[src/rtl/mem_port_arbiter.sv]
// Arbitrates one single-ported memory between the IF (instruction read) and MEM (data) pipeline stages.
// Optional stall counters i_stall_cnt/d_stall_cnt are built when MEM_ARB_PERF_EN is defined.
module mem_port_arbiter #(
    parameter int WORD_SIZE   = 16,
    parameter int MAX_D_BURST = 4,
    parameter int TIMEOUT     = 64
) (
    input  logic                 clk,
    input  logic                 reset,
    input  logic                 i_req,
    input  logic [WORD_SIZE-1:0] i_addr,
    output logic                 i_ack,
    output logic [WORD_SIZE-1:0] i_rdata,
    input  logic                 d_req,
    input  logic                 d_we,
    input  logic [WORD_SIZE-1:0] d_addr,
    input  logic [WORD_SIZE-1:0] d_wdata,
    output logic                 d_ack,
    output logic [WORD_SIZE-1:0] d_rdata,
    output logic                 mem_req,
    output logic                 mem_we,
    output logic [WORD_SIZE-1:0] mem_addr,
    output logic [WORD_SIZE-1:0] mem_wdata,
    input  logic                 mem_ack,
    input  logic [WORD_SIZE-1:0] mem_rdata,
    output logic                 err
`ifdef MEM_ARB_PERF_EN
    ,
    output logic [15:0]          i_stall_cnt,
    output logic [15:0]          d_stall_cnt
`endif
);

    localparam int BW = $clog2(MAX_D_BURST + 1);
    localparam int TW = $clog2(TIMEOUT);
    localparam logic [BW-1:0] BURST_MAX  = BW'(MAX_D_BURST);
    localparam logic [TW-1:0] TIMER_LAST = TW'(TIMEOUT - 1);

    typedef enum logic [1:0] {IDLE, BUSY_I, BUSY_D} stateT;

    stateT                state, stateNext;
    logic [BW-1:0]        burstCnt, burstCntNext;
    logic [TW-1:0]        timer, timerNext;
    logic                 iFlush, iFlushNext;
    logic                 memReqNext, memWeNext;
    logic [WORD_SIZE-1:0] memAddrNext, memWdataNext;
    logic                 iAckNext, dAckNext, errNext;
    logic [WORD_SIZE-1:0] iRdataNext, dRdataNext;
    logic                 forceIf;

    // IF wins only once MEM has used up its burst allowance while IF waits.
    assign forceIf = i_req && (burstCnt == BURST_MAX);

    always_comb begin
        // NOTE: every output of this block gets a default first so no path can infer a latch.
        stateNext    = state;
        burstCntNext = burstCnt;
        timerNext    = timer;
        iFlushNext   = iFlush;
        memReqNext   = mem_req;
        memWeNext    = mem_we;
        memAddrNext  = mem_addr;
        memWdataNext = mem_wdata;
        iRdataNext   = i_rdata;
        dRdataNext   = d_rdata;
        iAckNext     = 1'b0;
        dAckNext     = 1'b0;
        errNext      = 1'b0;

        case (state)
            IDLE: begin
                timerNext  = '0;
                iFlushNext = 1'b0;
                if (!i_req)
                    burstCntNext = '0;
                if (d_req && !forceIf) begin
                    stateNext    = BUSY_D;
                    memReqNext   = 1'b1;
                    memWeNext    = d_we;
                    memAddrNext  = d_addr;
                    memWdataNext = d_wdata;
                    if (i_req && burstCnt != BURST_MAX)
                        burstCntNext = burstCnt + 1'b1;
                end else if (i_req) begin
                    stateNext    = BUSY_I;
                    memReqNext   = 1'b1;
                    memWeNext    = 1'b0;
                    memAddrNext  = i_addr;
                    burstCntNext = '0;
                end
            end
            BUSY_I, BUSY_D: begin
                timerNext = timer + 1'b1;
                if (state == BUSY_I && !i_req)
                    iFlushNext = 1'b1;
                if (mem_ack) begin
                    stateNext  = IDLE;
                    timerNext  = '0;
                    memReqNext = 1'b0;
                    memWeNext  = 1'b0;
                    // A flushed fetch still completes on the bus but is not reported.
                    if (state == BUSY_I) begin
                        if (i_req && !iFlush) begin
                            iAckNext   = 1'b1;
                            iRdataNext = mem_rdata;
                        end
                    end else begin
                        dAckNext = 1'b1;
                        if (!mem_we)
                            dRdataNext = mem_rdata;
                    end
                end else if (timer == TIMER_LAST) begin
                    stateNext  = IDLE;
                    timerNext  = '0;
                    memReqNext = 1'b0;
                    memWeNext  = 1'b0;
                    errNext    = 1'b1;
                end
            end
            default: stateNext = IDLE;
        endcase
    end

    always_ff @(posedge clk) begin
        if (reset) begin
            state     <= IDLE;
            burstCnt  <= '0;
            timer     <= '0;
            iFlush    <= 1'b0;
            mem_req   <= 1'b0;
            mem_we    <= 1'b0;
            mem_addr  <= '0;
            mem_wdata <= '0;
            i_ack     <= 1'b0;
            d_ack     <= 1'b0;
            i_rdata   <= '0;
            d_rdata   <= '0;
            err       <= 1'b0;
        end else begin
            state     <= stateNext;
            burstCnt  <= burstCntNext;
            timer     <= timerNext;
            iFlush    <= iFlushNext;
            mem_req   <= memReqNext;
            mem_we    <= memWeNext;
            mem_addr  <= memAddrNext;
            mem_wdata <= memWdataNext;
            i_ack     <= iAckNext;
            d_ack     <= dAckNext;
            i_rdata   <= iRdataNext;
            d_rdata   <= dRdataNext;
            err       <= errNext;
        end
    end

`ifdef MEM_ARB_PERF_EN
    always_ff @(posedge clk) begin
        if (reset) begin
            i_stall_cnt <= '0;
            d_stall_cnt <= '0;
        end else begin
            if (i_req && !i_ack && i_stall_cnt != 16'hFFFF)
                i_stall_cnt <= i_stall_cnt + 1'b1;
            if (d_req && !d_ack && d_stall_cnt != 16'hFFFF)
                d_stall_cnt <= d_stall_cnt + 1'b1;
        end
    end
`endif

endmodule

[config.mk]
export PLATFORM = sky130hd
export DESIGN_NAME = mem_port_arbiter
export DESIGN_NICKNAME = d
export VERILOG_FILES = /design/src/rtl/mem_port_arbiter.sv
export SDC_FILE = /design/constraint.sdc
export NUM_CORES = 1
export LEC_CHECK = 0
export BUFFER_PORTS_ARGS = -buffer_cell sky130_fd_sc_hd__buf_2
export CORE_ASPECT_RATIO = 0.75
export CORE_UTILIZATION = 47
export DETAILED_ROUTE_END_ITERATION = 7
export HOLD_SLACK_MARGIN = 0.08
export PLACE_DENSITY = 0.88
export SYNTH_ARGS = -nofsm -noshare
export SYNTH_HDL_FRONTEND = slang
export SYNTH_SLANG_ARGS = --single-unit
[constraint.sdc]
create_clock -name clk -period 2.2 [get_ports clk]
set_input_delay 0 -clock clk [delete_from_list [all_inputs] [get_ports clk]]
set_output_delay 0 -clock clk [all_outputs]
set_load 0.03 [all_outputs]
== After elaboration in Yosys (flattened, before gate mapping) ==
Cells that the tools add are included.

* Register bits: 81
* Input port bits: 70
* Output and inout bits: 69
* Word-level logic and storage cells: 76

* $add $sub $neg: 2
* Eq/ne operators: 8
* Mux-type cells: 27
* Bitwise operators: 4
* Reductions and logical operators: 22

{| class="wikitable"
|+ Operators by type and width
! cell !! number
|-
| 2-to-1 mux 16 bit || 2
|-
| 2-to-1 mux 3 bit || 4
|-
| 2-to-1 mux 6 bit || 2
|-
| case mux 6 bit (2 select lines) || 1
|-
| 2-to-1 mux 1 bit || 10
|-
| != test 3 bit, second input constant || 3
|-
| 2-to-1 mux 2 bit || 4
|-
| AND reduction 2 bit || 4
|-
| AND reduction 4 bit || 2
|-
| adder 6 x 1 -> 6 bit, second input constant || 1
|-
| equality test 6 bit, second input constant || 1
|-
| case mux 1 bit (2 select lines) || 3
|-
| OR reduction 3 bit || 2
|-
| logical AND 1 bit || 5
|-
| inverter 1 bit || 4
|-
| case mux 2 bit (2 select lines) || 1
|-
| nonzero test 2 bit || 2
|-
| OR reduction 4 bit || 1
|-
| adder 3 x 1 -> 3 bit, second input constant || 1
|-
| equality test 3 bit, second input constant || 1
|-
| logical NOT 1 bit || 3
|-
| AND reduction 3 bit || 1
|-
| equality test 2 x 1 -> 1 bit, second input constant || 1
|-
| equality test 2 bit, second input constant || 1
|-
| other kinds (3) || 3
|}

== Depth between registers and ports, before layout ==
Gate-level depths: netlist (run 1).

* Word-level depth: 6
* Gate-level depth with buffers: 8

== Worst setup path before layout (run 1) ==
No wires, ideal clock.

* Path kind: register to register
* From: reg state[0]
* To: reg mem_req
* Library setup time: 0.123 ns
* Arrival time: 1.629 ns
* Required time: 2.077 ns
* Setup slack: 0.447 ns
* Stages on the path, launching flop included: 7
* Path buffers: 0
* Cell sequence: dfxtp_1 > inv_1 > ha_1 > nand2b_1 > a31oi_4 > nor3_1 > mux2_1

* Longest elaborated chain between the ends: 4
* Elaborated cells between the ends (all ways): 9
* Those cells by class: eq/ne: 4; mux: 1; reduce/logical: 4

{| class="wikitable"
|+ RTL lines
! item !! line !! source
|-
| from (decl) || 41 || <nowiki>stateT state, stateNext;</nowiki>
|-
| from (signal assigned) || 140 || <nowiki>state <= stateNext;</nowiki>
|-
| equality test 2 x 1 -> 1 bit or equality test 2 bit (tied branches) || 70 || <nowiki>case (state)</nowiki>
|-
| OR reduction 2 bit || 70 ||
|-
| != test 3 bit (no line) or nonzero test 2 bit (tied branches) || - ||
|-
| AND reduction 3 bit (no line) || - ||
|-
| to (signal assigned) || 144 || <nowiki>mem_req <= memReqNext;</nowiki>
|-
| to (decl) || 20 || <nowiki>output logic mem_req,</nowiki>
|}

Parallel ways exist; a longest one is shown, timed or not.
A chain may end at the register's enable or synchronous reset.

== Final worst setup path (run 1) ==
* From: reg state[1]
* To: reg i_rdata[3]

* Longest elaborated chain between the ends: 3
* Elaborated cells between the ends (all ways): 4
* Those cells by class: eq/ne: 2; reduce/logical: 2

{| class="wikitable"
|+ RTL lines
! item !! line !! source
|-
| equality test 2 x 1 -> 1 bit or equality test 2 bit (tied branches) || 70, 102 ||
|-
| OR reduction 2 bit || 70 ||
|-
| AND reduction 4 bit (no line) (*) || - ||
|-
| to (signal assigned) || 150 || <nowiki>i_rdata <= iRdataNext;</nowiki>
|-
| to (decl) || 13 || <nowiki>output logic [WORD_SIZE-1:0] i_rdata,</nowiki>
|}

Every way passes the cells marked *; elsewhere a longest branch is shown, timed or not.

==> results of run 1 <==
-- cell type report --
class                   count  share of cell area [%]
clock buffers              10                   2.644
multi-input cells         281                   30.33
repair buffers            214                   29.91
clock inverters             6                   1.037
flip-flops and latches     81                   33.59
inverters                   5                  0.3888
well taps                  81                   2.100
-- kinds of logic after synthesis --
logic type,after synthesis
flip-flops,81
buffers and inverters,32
adder cells (fa/ha/maj),6
multiplexers,2
XOR/XNOR,4
AND/OR/NAND/NOR,192
AO/OA/AOI/OAI,77
-- routing by layer --
metal	up-vias	share of wire [%]	global-route usage, %
met4	0	2.9	12.96
met2	156	49	49.72
met1	1665	42	32.07
met3	40	6.2	7.517
li1	1727	-	-
met5	-	0	0
-- layout by cell type (no fill, tap or decap), drive strengths merged, types with 3 or more instances in the layout --
cell           n
buf          146
a21oi         52
dfxtp         81
nor2b          3
nand4b         3
nor2          29
dlygate4sd3   68
nor3           6
a311oi        16
clkbuf        10
nand3         20
inv            7
nand2        118
ha             6
-- tightest hold or removal path, cell delays in order --
cell and delay, ns:
buf_2 0.16, nand3_2 0.11, or4_1 0.11, o31ai_1 0.08
-- worst max-delay path by stage --
stage | end | cells past startpoint | slack, ns
after global routing | i_rdata[3] | 6 | 0.08
after global placement | i_rdata[1] | 6 | 0.34
final | i_rdata[3] | 6 | 0.18
after floorplan | mem_req | 6 | 0.45
after CTS | mem_we | 7 | 0.05
after detailed placement | i_rdata[3] | 6 | 0.23
-- what timing repair did --
item | in CTS | in global routing
hold buffers | 68 | 0
setup endpoints to repair | 0 | 2
hold endpoints to repair | 68 | 0
resized for setup | 0 | 1
-- power by group --
group          internal, uW  switching, uW  total (uW)
sequential             1570           59.4        1630
clock                   421            578         999
combinational           325            532         857
-- sequential cells by signal, summed over array words and instances, names as in the netlist --
signal and flops:
burstCnt 3, d_ack 1, d_rdata 16, err 1
iFlush 1, i_ack 1, i_rdata 16, mem_addr 16
mem_req 1, mem_wdata 16, mem_we 1, state 2
timer 6
-- per-stage QoR --
| stage | setup slack (ns) | instances | power (uW) | cell area [um2] |
|---|---|---|---|---|
| after floorplan | 0.4474 | 394 | 2153 | 3227 |
| after global placement | 0.3357 | 594 | 2375 | 3964 |
| after detailed placement | 0.2309 | 594 | 2399 | 3964 |
| after CTS | 0.05100 | 678 | 3469 | 4822 |
| after global routing | 0.07642 | 678 | 3629 | 4827 |
| final | 0.1777 | 678 | 3488 | 4827 |
==> run_results.csv, run 1 <==
group,metric,value,unit
yosys,synth.mux.area_fraction,0.6592,%
clocking,clk_pin_slew,0.08,ns
setup_path,worstPathRequired,2.41,ns
cells_and_area,utilization,74.55,%
grt,grt_max_degree,47,
setup_path,critPathKind,"reg -> reg",
setup_path,r2r-start,"state[1]",
setup_path,path_max_fanout,17,
yosys,netlist.area_leader.share,50.25,%
floorplanning,start_util,49.84,%
sta,finalCritPeriodShare,91.92,%
setup_path,arrival,2.24,ns
sta,rsz0062_at_grt,"false",
route,drt_iter0_markers,284,
sta,setup_viol,0,
route,route.vias.total,3588,
yosys,synth_top_family_by_area,"simple AND/OR/NAND/NOR gates",
cells_and_area,fillerInstances,454,
route,wire_per_inst,14.69,um
grt,antenna_found_initial,0,
yosys,syn-num-nets,470,
setup_path,worstSetupStartpoint,"state[1]",
clocking,tritoncts,"done",
placement,io_buffers,138,
sta,finalHoldViolCount,0,
grt,grt_pass1_wl,15.81,mm
route,drc,18,
clocking,post_cts_buffers,0,
yosys,synth_fa_ha_area_share,2.326,%
grt,grt_pass1_vias,3401,
cells_and_area,syn_to_final_growth,49.59,%
yosys,synth_most_common_cell,"nand2_1",
grt,globalRouteOverflowTotal,0,
job,cap_violations,0,
route,drtAntennaViolNets,0,
route,first_pass_iters,7,
yosys,ys_async_sr_fraction,0,%
sta,holdWs,0.1573,ns
setup_path,endpoint_kind,"flip-flop",
sta,slew_headroom,44.68,%
grt,grtUsageTotal,28.00,%
setup_path,cp_num_buf_inv,1,
min_path,min_path_type,"in -> reg",
cells_and_area,regArea,1622,um2
outcome,outcome,"finished with violations",
power_and_ir_drop,peakVddDrop,0.0003827,V
yosys,synth_compound_gate_area_share,14.81,%
yosys,yosysWarnings,0,
cells_and_area,antenna_cells,0,
yosys,ys_seq_area_share,50.25,%
floorplanning,rows,25,
yosys,post-synth-top-area-cell,"dfxtp_1",
min_path,min_from,"d_req",
sta,drv_slew,0,
placement,dp_hpwl,5.696,mm
cells_and_area,multiInputGateArea,1464,um2
yosys,syn_inst,394,
cells_and_area,drive_gt1_share,28.48,%
clocking,cts_buffers,9,
yosys,syn_avg_cell_area,8.190,um2
cells_and_area,finalNetCount,668,
yosys,yosys.area_share.simple,26.33,%
yosys,synth_top_cells_by_count,"116 x nand2_1, 81 x dfxtp_1, 52 x a21oi_1",
sta,max_freq,494.5,MHz
sta,setup_tns,0,ns
sta,worst_pin_slew,0.8297,ns
setup_path,start_kind,"flip-flop",
yosys,synth_xor_area_share,1.086,%
clocking,clk_latency,0.37,ns
floorplanning,die_x,97.68,um
setup_path,r2r-end,"i_rdata[3]",
setup_path,critical-path-max-stage-delay,0.64,ns
outcome,violations,"design-rule violations",
yosys,yosysUniqueCellTypes,43,
route,viasPerCell,5.292,
setup_path,r2r_setup_slack,0.18,ns
power_and_ir_drop,p_leak,0.002151,uW
sta,fin_worst_skew,0.01129,ns
yosys,synth_edf_count,0,
setup_path,r2r_cells,6,
setup_path,cpMaxStageDelayCell,"or3_1",
clocking,max-clock-path-buffers,2,
clocking,cts_sinks,81,
floorplanning,die_y,73.76,um
min_path,whs_path_depth,4,
setup_path,path_cells,"inv_1, ha_1, nand2_2, or3_1, nand2_1, a21oi_1",
sta,period_minus_slack,2.022,ns
setup_path,crit_family,"simple AND/OR/NAND/NOR gates",
floorplanning,io_pins,139,
clocking,root_buffer,"clkbuf_8",
clocking,htreeDepth,3,
yosys,synth_flop_cell,"dfxtp_1",
power_and_ir_drop,powerDensity,722.5,nW/um2
placement,gp_congestion,0.7838,
floorplanning,fp.coreArea,6475,um2
floorplanning,die_area,7205,um2
yosys,ys_seq_elements,81,
min_path,hold_end,"state[1]",
yosys,synth_area_leaders,"dfxtp_1 50%, nand2_1 13%, a21oi_1 8.1%",
route,totalWireLength,9.962,mm
yosys,syn_area,3227,um2
(Power assumes the default switching activity.)
==> run 2, diff against run 1 <==
- PLACE_DENSITY: 0.88 -> 0.87
==> run 2 against run 1 <==
Net effect:
- highest routed layer unchanged
- die area unchanged
- combinational power decreased by 0.9%
- largest power group unchanged
- critical path depth unchanged
- via count is 0.47% higher
- core utilization is 0.31 points lower
- cell count down 0.29%
- sequential cell count is the same
- sequential share of layout area up 0.14 points
- sequential power hardly changed
- the flow still finishes with violations (design-rule violations)
- total power rose by 1.6%
- clock power increased by 6%
- non-clock buffer count shrank 2
==> run_results.csv, run 2 (synthesis gave the netlist of run 1 again) <==
group,metric,value,unit
outcome,outcome,"finished with violations",
outcome,violations,"design-rule violations",
floorplanning,fp.coreArea,6475,um2
cells_and_area,antenna_cells,0,
setup_path,critPathKind,"reg -> reg",
placement,post-place-ws,0.2187,ns
job,cap_violations,0,
grt,antenna_found_initial,0,
setup_path,cpMaxStageDelayCell,"or3_1",
sta,setup_viol,0,
sta,period_minus_slack,2.046,ns
route,viasPerCell,5.333,
sta,finalHoldViolCount,0,
grt,grt_max_degree,40,
floorplanning,die_area,7205,um2
clocking,root_buffer,"clkbuf_8",
sta,finalCritPeriodShare,93.00,%
setup_path,worstSetupStartpoint,"state[0]",
clocking,post_cts_buffers,0,
setup_path,r2r_setup_slack,0.15,ns
setup_path,start_kind,"flip-flop",
cells_and_area,finalNetCount,666,
cells_and_area,final_cell_mix,"138 x buf_2, 116 x nand2_1, 81 x dfxtp_1, 67 x dlygate4sd3_1, 52 x a21oi_1",
floorplanning,rows,25,
setup_path,r2r-end,"i_rdata[2]",
cells_and_area,drive_gt1_share,28.24,%
clocking,clk_latency,0.35,ns
grt,grt_pass1_wl,16.29,mm
cells_and_area,finalNonFillerCells,676,
placement,dp_hpwl,5.751,mm
setup_path,arrival,2.25,ns
min_path,min_path_type,"in -> reg",
clocking,cts_sinks,81,
clocking,cts-resized-gates,0,
placement,gp_congestion,0.8576,
cells_and_area,final_common_cell,"buf_2",
sta,worst_pin_slew,0.7221,ns
route,drt_iter0_markers,233,
setup_path,r2r-start,"state[0]",
grt,grtUsageTotal,28.90,%
sta,setup_tns,0,ns
route,route.vias.total,3605,
placement,io_buffers,138,
sta,rsz0062_at_grt,"false",
floorplanning,start_util,49.84,%
clocking,max-clock-path-buffers,2,
setup_path,path_cells,"inv_1, ha_1, nand2_2, or3_1, nand2_1, a21oi_1",
setup_path,worstPathRequired,2.40,ns
sta,setup_slack,0.1541,ns
clocking,cts_buffers,9,
power_and_ir_drop,p_leak,0.002153,uW
floorplanning,die_y,73.76,um
setup_path,r2r_cells,6,
floorplanning,die_x,97.68,um
floorplanning,io_pins,139,
setup_path,critical-path-max-stage-delay,0.65,ns
grt,globalRouteOverflowTotal,0,
power_and_ir_drop,peakVddDrop,0.0005006,V
setup_path,path_max_fanout,17,
route,drc,20,
placement,placed_cells,593,
sta,drv_slew,0,
sta,max_freq,488.8,MHz
route,wire_per_inst,15.38,um
setup_path,crit_path_end,"i_rdata[2]",
route,totalWireLength,10.40,mm
setup_path,endpoint_kind,"flip-flop",
clocking,cts_hold_buf,67,
power_and_ir_drop,powerDensity,736.8,nW/um2
min_path,whs_path_depth,3,
clocking,tritoncts,"done",
sta,fin_worst_skew,0.01459,ns
power_and_ir_drop,p_total,3542,uW
clocking,htreeDepth,3,
sta,slew_headroom,51.86,%
cells_and_area,syn_to_final_growth,48.97,%
clocking,clk_pin_slew,0.08,ns
route,drtAntennaViolNets,0,
route,first_pass_iters,7,
grt,grt_pass1_vias,3545,
-- run 2: metrics by stage --
step	utilization, %	cell area (um2)	hold slack, ns
floorplan	-	3227	0.1360
global placement	60.91	3944	0.2444
detailed placement	60.91	3944	0.2462
CTS	74.24	4807	0.1324
global route	74.24	4807	0.1765
finish	74.24	4807	0.1566
-- run 2: worst min-delay path by stage --
stage | startpoint | to | slack, ns
3_3_place_gp | d_wdata[15] | mem_wdata[15] | 0.24
6_report | d_req | mem_addr[3] | 0.16
3_5_place_dp | d_wdata[12] | mem_wdata[12] | 0.25
4_1_cts | d_req | mem_addr[6] | 0.13
2_1_floorplan | mem_rdata[10] | i_rdata[10] | 0.14
5_1_grt | d_req | mem_addr[6] | 0.18
-- run 2: worst max-delay path: cells and delay by family (launching register included) --
family / cells / cell delay (ns)
compound gates: 1 / 0.08
fa+ha+maj: 1 / 0.40
buf+inv: 1 / 0.08
flops: 1 / 0.37
simple gates: 3 / 0.98
-- run 2: layout make-up --
class,instances,area (um2)
Fill cell,455,1668
Multi-Input combinational cell,281,1459
Inverter,5,18.77
Timing Repair Buffer,212,1414
Sequential cell,81,1622
Tap cell,81,101.3
Clock inverter,6,65.06
Clock buffer,10,127.6
-- run 2: metal layers --
metal / up-vias / part of all wire, % / global-route usage (%)
li1: 1726 / - / -
met1: 1660 / 40 / 32.00
met2: 185 / 49 / 51.22
met3: 34 / 7.6 / 7.517
met4: 0 / 3.2 / 17.17
met5: - / 0 / 0
-- run 2: power by group --
part	switching, uW	leakage (uW)	internal [uW]
clock network	536	0.0000971	529
logic	535	0.00139	314
registers	56.5	0.000661	1570
total	1130	0.00215	2410
